==> config.mk <==
export PLATFORM = sky130hd
export DESIGN_NAME = bcd_digit_entry
export DESIGN_NICKNAME = d
export VERILOG_FILES = /design/src/rtl/bcd_digit_entry.sv
export SDC_FILE = /design/constraint.sdc
export NUM_CORES = 1
export LEC_CHECK = 0
export BUFFER_PORTS_ARGS = -buffer_cell sky130_fd_sc_hd__buf_4
export CAP_MARGIN = 20
export CORE_ASPECT_RATIO = 1.2
export CORE_MARGIN = 5
export CORE_UTILIZATION = 45
export CTS_CLUSTER_DIAMETER = 150
export DETAILED_ROUTE_END_ITERATION = 12
export PLACE_DENSITY = 0.76
export SETUP_SLACK_MARGIN = 0.05
export SLEW_MARGIN = 20
export SYNTH_ARGS = -nofsm -noshare
export SYNTH_HDL_FRONTEND = slang
export SYNTH_SLANG_ARGS = --single-unit
==> constraint.sdc <==
create_clock -name clk -period 2.5 [get_ports clk]
set_input_delay 0.125 -clock clk [delete_from_list [all_inputs] [get_ports clk]]
set_output_delay 0.125 -clock clk [all_outputs]
set_load 0.03 [all_outputs]
==> src/rtl/bcd_digit_entry.sv <==
// Two-digit BCD operand entry for the calculator keypad.
// Latches a tens/ones pair for conv_10 with a ready/ack handshake.
module bcd_digit_entry (
    input  logic       clk,
    input  logic       rst,
    input  logic       key_valid,
    input  logic [0:3] key_code,
    input  logic       ack,
    output logic [0:3] disp_tens,
    output logic [0:3] disp_ones,
    output logic [0:3] op_tens,
    output logic [0:3] op_ones,
    output logic [1:0] count,
    output logic       ready,
    output logic       err
);

    typedef enum logic [1:0] {
        EMPTY = 2'd0,
        ONE   = 2'd1,
        TWO   = 2'd2,
        HOLD  = 2'd3
    } state_t;

    state_t     state, state_nx;
    logic [0:3] tens_nx, ones_nx, opt_nx, opo_nx;
    logic [1:0] count_nx;
    logic       ready_nx, err_nx;
    logic       is_digit, is_clr, is_bs, is_ent;

    assign is_digit = key_valid && (key_code <= 4'd9);
    assign is_clr   = key_valid && (key_code == 4'hA);
    assign is_bs    = key_valid && (key_code == 4'hB);
    assign is_ent   = key_valid && (key_code == 4'hC);

    always_ff @(posedge clk or posedge rst) begin
        if (rst) begin
            state     <= EMPTY;
            disp_tens <= 4'd0;
            disp_ones <= 4'd0;
            op_tens   <= 4'd0;
            op_ones   <= 4'd0;
            count     <= 2'd0;
            ready     <= 1'b0;
            err       <= 1'b0;
        end else begin
            state     <= state_nx;
            disp_tens <= tens_nx;
            disp_ones <= ones_nx;
            op_tens   <= opt_nx;
            op_ones   <= opo_nx;
            count     <= count_nx;
            ready     <= ready_nx;
            err       <= err_nx;
        end
    end

    always_comb begin
        state_nx = state;
        unique case (state)
            EMPTY: begin
                if (is_digit)    state_nx = ONE;
                else if (is_ent) state_nx = HOLD;
            end
            ONE: begin
                if (is_digit)              state_nx = TWO;
                else if (is_bs || is_clr)  state_nx = EMPTY;
                else if (is_ent)           state_nx = HOLD;
            end
            TWO: begin
                if (is_bs)       state_nx = ONE;
                else if (is_clr) state_nx = EMPTY;
                else if (is_ent) state_nx = HOLD;
            end
            HOLD: begin
                // ack has priority; a simultaneous key is dropped
                if (ack || is_clr) state_nx = EMPTY;
            end
        endcase
    end

    always_comb begin
        tens_nx = disp_tens;
        ones_nx = disp_ones;
        opt_nx  = op_tens;
        opo_nx  = op_ones;
        err_nx  = err;
        unique case (state)
            EMPTY: begin
                if (is_digit) begin
                    tens_nx = 4'd0;
                    ones_nx = key_code;
                end else if (is_ent) begin
                    opt_nx = disp_tens;
                    opo_nx = disp_ones;
                    err_nx = 1'b0;
                end else if (is_clr) begin
                    tens_nx = 4'd0;
                    ones_nx = 4'd0;
                    err_nx  = 1'b0;
                end
            end
            ONE: begin
                if (is_digit) begin
                    tens_nx = disp_ones;
                    ones_nx = key_code;
                end else if (is_bs) begin
                    tens_nx = 4'd0;
                    ones_nx = 4'd0;
                end else if (is_ent) begin
                    opt_nx = disp_tens;
                    opo_nx = disp_ones;
                    err_nx = 1'b0;
                end else if (is_clr) begin
                    tens_nx = 4'd0;
                    ones_nx = 4'd0;
                    err_nx  = 1'b0;
                end
            end
            TWO: begin
                if (is_digit) begin
                    err_nx = 1'b1;
                end else if (is_bs) begin
                    tens_nx = 4'd0;
                    ones_nx = disp_tens;
                end else if (is_ent) begin
                    opt_nx = disp_tens;
                    opo_nx = disp_ones;
                    err_nx = 1'b0;
                end else if (is_clr) begin
                    tens_nx = 4'd0;
                    ones_nx = 4'd0;
                    err_nx  = 1'b0;
                end
            end
            HOLD: begin
                if (ack) begin
                    tens_nx = 4'd0;
                    ones_nx = 4'd0;
                end else if (is_clr) begin
                    tens_nx = 4'd0;
                    ones_nx = 4'd0;
                    opt_nx  = 4'd0;
                    opo_nx  = 4'd0;
                    err_nx  = 1'b0;
                end
            end
        endcase
    end

    // count follows the entry; while holding it keeps the entered length
    always_comb begin
        count_nx = count;
        unique case (state_nx)
            EMPTY: count_nx = 2'd0;
            ONE:   count_nx = 2'd1;
            TWO:   count_nx = 2'd2;
            HOLD:  count_nx = count;
        endcase
        ready_nx = (state_nx == HOLD);
    end

endmodule

## Word level (Yosys, flattened, before mapping)

Cells that the tools add are included.

- Order comparisons: 1
- Equal/unequal tests: 16
- Muxes and demuxes: 46
- Reductions and logical operators: 11

Operators with widths:

| kind | count |
|---|---|
| 4-bit two-way mux | 25 |
| 4-bit case mux with 4 select lines | 2 |
| 4-bit case mux with 3 select lines | 2 |
| 2-bit two-way mux | 7 |
| 2-bit != test (second input constant) | 7 |
| 4-bit == test (second input constant) | 3 |
| 2-bit == test (second input constant) | 4 |
| 2-bit case mux with 4 select lines | 1 |
| 1-bit two-way mux | 7 |
| 2-bit case mux with 3 select lines | 1 |
| 5-bit AND reduction | 1 |
| 2-bit by 1-bit == test with 1-bit output (second input constant) | 2 |
| 4-bit less-or-equal comparator (second input constant) | 1 |
| 1-bit logical AND | 4 |
| 2-bit logical NOT | 2 |
| 1-bit case mux with 4 select lines | 1 |
| 3-bit AND reduction | 1 |
| 1-bit logical OR | 2 |
| 2-bit OR reduction | 1 |

- Register bits: 22
- Output and inout bits: 20

## Logic depth before layout (Yosys ltp)

Gate-level depths: netlist of run 1.

- Depth after elaboration: 8
- Depth in mapped cells: 9
- Gate-level depth less buffers: 8

## Least setup slack after synthesis of run 1

No wires, ideal clock.

- Path kind: register to register
- Start point: reg state[0]
- End point: reg ready
- Library setup time: 119 ps
- Data arrival time: 1678 ps
- Required time: 2381 ps
- Path slack: 703 ps
- Cell stages (with the launch flop): 10
- Buffers on the path: 1
- Period minus slack after synthesis: 1797 ps
- Path through: dfrtp_1 inv_1 ha_1 buf_2 or2_2 nor3b_1 o22ai_1 o21a_1 inv_2 and2_1

RTL lines:

| what | line | text |
|---|---|---|
| start: declaration | 25 | `state_t state, state_nx;` |
| start signal: assignment | 47 | `state <= state_nx;` |
| 2-bit == test, or another cell as far along | 60 | `unique case (state)` |
| 2-bit case mux with 4 select lines (*) | 60 |  |
| net state_nx[1] | 25 |  |
| 2-bit == test (*) | 160 | `ready_nx = (state_nx == HOLD);` |
| net ready_nx | 28 | `logic ready_nx, err_nx;` |
| end signal: assignment | 53 | `ready <= ready_nx;` |
| end: declaration | 14 | `output logic ready,` |

Mark *: on every way through the listed nets, which the timed path passes. The rest lies on a longest branch.
A chain may end at the register's enable or synchronous reset.

## Final worst setup path of run 1

- Start point: reg state[0]
- End point: reg count[0]

- Word-level cells in the longest chain between the ends: 6

RTL lines:

| what | line | text |
|---|---|---|
| 2-bit two-way mux | 63, 68, 73 |  |
| 2-bit two-way mux (on tied branches) | 72, 67 |  |
| 2-bit two-way mux (on tied branches) | 71, 66 |  |
| 2-bit case mux with 4 select lines (*) | 60 |  |
| 2-bit == test, or another cell as far along | 154 | `unique case (state_nx)` |
| 2-bit case mux with 3 select lines | 154 |  |
| end signal: assignment | 52 | `count <= count_nx;` |
| end: declaration | 13 | `output logic [1:0] count,` |

Mark *: on every way between the ends. The rest lies on a longest branch, timed or not.

==> results of run 1 <==
cell usage in the layout, fill, tap and decap left out, drive strengths merged, types with 5 or more instances in the layout:
| cell type | synthesis | layout |
|---|---|---|
| inv | 7 | 7 |
| ha | 5 | 5 |
| nand2 | 28 | 28 |
| buf | 9 | 29 |
| o21ai | 10 | 10 |
| nor2 | 8 | 8 |
| dfrtp | 22 | 22 |
| a31oi | 5 | 5 |
| a21oi | 12 | 12 |
| nand3 | 16 | 16 |
power groups by stage:
stage / Sequential, W / Clock [W] / Combinational (W)
6_report: 0.000617 / 0.000213 / 0.00117
5_1_grt: 0.000646 / 0.000229 / 0.00128
4_1_cts: 0.000618 / 0.000219 / 0.00118
3_5_place_dp: 0.000624 / 0 / 0.00117
3_3_place_gp: 0.000621 / 0 / 0.00116
2_1_floorplan: 0.000847 / 0 / 0.000595
per-stage QoR:
step                      instances  power [W]  area (sq um)
after floorplan                 179    0.00144          1530
after global placement          232    0.00178          1720
after detailed placement        232    0.00180          1720
after CTS                       235    0.00201          1760
after global routing            235    0.00216          1760
final                           235    0.00200          1760
sequential cells by signal (all words and copies together) (netlist names):
signal and count:
err 1, ready 1, disp_ones 4, op_ones 4, op_tens 4, count 2, state 2, disp_tens 4
how the worst min path moves through the flow:
stage / startpoint / end / slack, ns / cells after the start
after detailed placement: rst / count[1] / 0.35 / 2
after global placement: rst / count[1] / 0.34 / 2
after CTS: rst / op_tens[1] / 0.06 / 2
final: rst / op_tens[1] / 0.01 / 2
after floorplan: rst / count[0] / 0.11 / 1
after global routing: rst / disp_ones[0] / 0.11 / 2
area by class of cell:
type	instances	area [sq um]
fill	328	1550
multi-input combinational	136	876
sequential	22	551
timing repair buffer	29	218
tap	37	46.3
clock buffer	3	41.3
inverter	8	30.0
kinds of logic after synthesis:
group,Yosys count
xor+xnor,1
buf+inv,21
compound gates,55
fa+ha+maj,5
flops,22
mux,1
simple gates,74
worst max-delay path: stages (launching register included):
cell and delay [ns]:
dfrtp_1 0.41, inv_1 0.14, ha_1 0.63, a21boi_0 0.31, o22ai_1 0.12, o21a_1 0.16, o21a_1 0.17
layer usage:
layer / part of all wire / GRT usage / wire (um)
met1: 0.43 / 0.219 / 1530
met2: 0.50 / 0.271 / 1790
met3: 0.055 / 0.0321 / 195
met4: 0.011 / 0.0462 / 40
met5: 0 / 0 / 0
==> flow_summary.ini, run 1 <==
[run_status]
status = completed

[power]
leakagePower_nw = 0.830
switchingPower_w = 0.000942
pwr-share-comb = 0.586
swShare = 0.470
power_density_nw_per_um2 = 1140
intPower_w = 0.00106
seqPwrFrac = 0.308
max-vdd-ir-drop_mv = 0.650
power_frac_clock = 0.106

[clock_tree]
post_cts_buffers = 0
cts_tree = built
holdBufCountCts = 0
clkTransAtPathRegs_ns = 0.08
ctsHtreeMaxLevel = 1
clk_latency_ns = 0.26
cts.sinks = 22
numCtsBuffers = 3
cts-root-buf = clkbuf_8
clk_path_buf_depth = 2
cts_resized = 0

[critical_path]
setup.worst_path.end = count[0]
reg2reg_from = state[0]
r2r_end = count[0]
worst-setup-path-type = flip-flop to flip-flop
r2r_setup_slack_ns = 0.45
startpoint = state[0]
worst-r2r-cell-count = 6
crit_path_end_kind = flip-flop
crit_path_start_kind = flip-flop
crit_required_ns = 2.65
cp.arrival_ns = 2.20
cp_max_fo = 21

[floorplan]
start_util = 0.463
ios = 28
core_sq_um = 3310
die_area_sq_um = 4670
row_count = 23
die_w_um = 63.3
fp.dieH_um = 73.9

[logic_synthesis]
yosys-mux-area-fraction = 0.00735
synth.area.top_cells = dfrtp_1 36%, nand2_1 6.9%, nand3_1 5.2%
yosysMostFrequentCell = nand2_1
ys_types = 52
ys_async_sr_fraction = 1.00
synth_top_family_by_area = compound AO/OA/AOI/OAI gates
yosysWarnings = 0
synthAdderAreaFrac = 0.0408
yosys-top-cells-count = 28 x nand2_1, 22 x dfrtp_1, 16 x nand3_1
synth_nets = 192
yosys.area_share.simple = 0.248
synth_seq_cells = 22
synth-edff-count = 0
ys.flop_type = dfrtp_1
synth_top_area_share = 0.359
synth_compound_area_frac = 0.266
syn_area_per_cell_sq_um = 8.56
yosysTopAreaCell = dfrtp_1
ys_seq_area_frac = 0.359
synth_xor_area_frac = 0.0106
syn_area_sq_um = 1530
postSynthCellCount = 179

[placed_design]
dp_slack_ns = 0.486
post-dp-hpwl_um = 2690
port_buffers = 27
place_congestion = 0.944

[detailed_routing]
final_antenna_net_count = 0
via_per_inst = 5.94
drc_errors = 0
vias = 1395
firstDrtPassIters = 4
drtIter0Drc = 74
wl_per_cell_um = 15.1
wirelength_um = 3560

[global_routing]
grt.overflow.total = 0
first_global_vias = 1294
grt_antenna_before_repair = 0
grt_max_degree = 23
grt_pass1_wl_um = 6190
grtUsageTotal = 0.164

[timing]
setup_viol = 0
worst_pin_slew_ns = 0.795
max_freq_mhz = 488
slew_headroom = 0.470
holdWs_ns = 0.0117
fin_ws_ns = 0.449
min_period_over_period = 0.821
rsz0062_at_grt = no
finalMaxSlewViolations = 0
finalCriticalPeriod_ns = 2.05
hold_violations = 0
fin_skew_ns = 0.00798
fin_setup_tns_ns = 0

[job]
cap_violations = 0

[min_path]
worstHoldPathType = input port to async pin

[final_layout]
post-route-util = 0.532
diodes = 0
area_delta_synth_final_pct = 15.0
nets = 213
layout-drive-gt1-share = 0.253
(Power assumes the default switching activity.)
==> inputs of run 2 (changes only) <==
Clock period 2.5 ns to 2 ns, I/O delays scaled along.
==> run 2 against run 1 <==
Net effect:
- the run now ends with hold timing left
- clock skew about the same
- critical path depth increased by 2
- non-clock buffer count increased by 7
- final cell count increased by 3.4%
- clock-buffer cell count increased by 1
- sequential cell count unchanged
- routed wire length increased by 4.4%
- die area unchanged
- first-iteration DRC count decreased by 41%
- sequential power increased by 26%
- highest routed layer unchanged
==> flow_summary.ini, run 2 (synthesis results as in run 1) <==
[clock_tree]
numCtsBuffers = 3
cts.sinks = 22
holdBufCountCts = 0
cts_tree = built
cts-root-buf = clkbuf_8
clk_latency_ns = 0.27
clkTransAtPathRegs_ns = 0.08
clk_path_buf_depth = 2
ctsHtreeMaxLevel = 1

[final_layout]
layout-drive-gt1-share = 0.286
area_delta_synth_final_pct = 19.4
final_common_cell = buf_4
post-route-util = 0.553
diodes = 0
nets = 220
final_cell_mix = 36 x buf_4, 28 x nand2_1, 21 x dfrtp_1

[critical_path]
slowest_stage = dfrtp_1
crit_required_ns = 2.15
worst-setup-path-type = flip-flop to flip-flop
startpoint = state[0]
setup.worst_path.end = ready
worst-r2r-cell-count = 8
worstPathCellList = inv_1 -> ha_1 -> or2_2 -> nor3b_1 -> o22ai_1 -> o21a_1 -> inv_2 -> and2_1
cp.arrival_ns = 2.01
reg2reg_from = state[0]
max_stage_delay_ns = 0.39
crit_path_end_kind = flip-flop
critPathTopFamily = simple AND/OR/NAND/NOR gates
cp_max_fo = 4
r2r_end = ready
path_depth = 8
crit_path_start_kind = flip-flop
cp.buffers_inverters = 2
r2r_setup_slack_ns = 0.15

[detailed_routing]
drc_errors = 0
wirelength_um = 3710
drtIter0Drc = 44
vias = 1409
wl_per_cell_um = 15.3
firstDrtPassIters = 4
via_per_inst = 5.80
final_antenna_net_count = 0

[power]
power_density_nw_per_um2 = 1450
finalPower_w = 0.00265
leakagePower_nw = 0.871
max-vdd-ir-drop_mv = 0.928

[timing]
fin_ws_ns = 0.148
worst_pin_slew_ns = 0.808
finalMaxSlewViolations = 0
holdWs_ns = -0.00982
finalCriticalPeriod_ns = 1.85
setup_viol = 0
hold_violations = 22
max_freq_mhz = 540
fin_setup_tns_ns = 0
slew_headroom = 0.461
fin_skew_ns = 0.00755
min_period_over_period = 0.926
rsz0062_at_grt = no

[placed_design]
post-dp-hpwl_um = 2850
port_buffers = 27
dp_slack_ns = 0.135
place_congestion = 0.912

[floorplan]
die_area_sq_um = 4670
core_sq_um = 3310
ios = 28
start_util = 0.463
row_count = 23
fp.dieH_um = 73.9
die_w_um = 63.3

[run_status]
status = finished, violations left
violations = hold timing

[min_path]
worstHoldPathType = input port to async pin

[global_routing]
grt_max_degree = 23
grt_pass1_wl_um = 6270
first_global_vias = 1354
grt.overflow.total = 0
grtUsageTotal = 0.166
grt_antenna_before_repair = 0

[job]
cap_violations = 0
## run 2: stage by stage
step                instances  hold slack (ns)  instance area (sq um)
finish                    243         -0.00982                   1830
global route              243           0.0825                   1830
CTS                       242           0.0183                   1820
detailed placement        238            0.310                   1770
global placement          238            0.298                   1770
floorplan                 179           0.0892                   1530
## run 2: repair_timing
| action | 4_1_cts | 5_1_grt |
|---|---|---|
| resized for setup | 0 | 2 |
| setup endpoints to repair | 0 | 8 |
| setup buffers | 0 | 1 |
## run 2: cell type report
cell class              instances  area [sq um]
multi-input cells             136           876
inverters                       8          30.0
fillers                       304          1480
well taps                      37          46.3
flip-flops and latches         22           552
repair buffers                 36           270
clock buffers                   4          55.1
## run 2: worst min-delay path by stage
| stage | to | slack (ns) | from | cells past startpoint |
|---|---|---|---|---|
| 3_3_place_gp | disp_ones[1] | 0.30 | rst | 2 |
| 4_1_cts | disp_tens[1] | 0.02 | rst | 2 |
| 6_report | disp_tens[1] | -0.01 | rst | 2 |
| 3_5_place_dp | op_ones[2] | 0.31 | rst | 2 |
| 2_1_floorplan | count[0] | 0.09 | rst | 1 |
| 5_1_grt | disp_ones[2] | 0.08 | rst | 2 |
## run 2: report_power, final
part	switching [W]	internal, W
logic	0.000921	0.000640
clock network	0.000139	0.000176
registers	0.000157	0.000618
## run 2: worst reg2reg max path, stage by stage (launching register included)
cell and delay, ns:
dfrtp_1 0.39, inv_1 0.10, ha_1 0.24, or2_2 0.32, nor3b_1 0.14, o22ai_1 0.13
o21a_1 0.22, inv_2 0.05, and2_1 0.15
## run 2: per-layer routing
layer  vias up  GRT usage  share of wire
met5         -          0              0
met4         0     0.0416         0.0054
met3         4     0.0336          0.055
met2        38      0.294           0.51
met1       668      0.209           0.43
li1        699          -              -
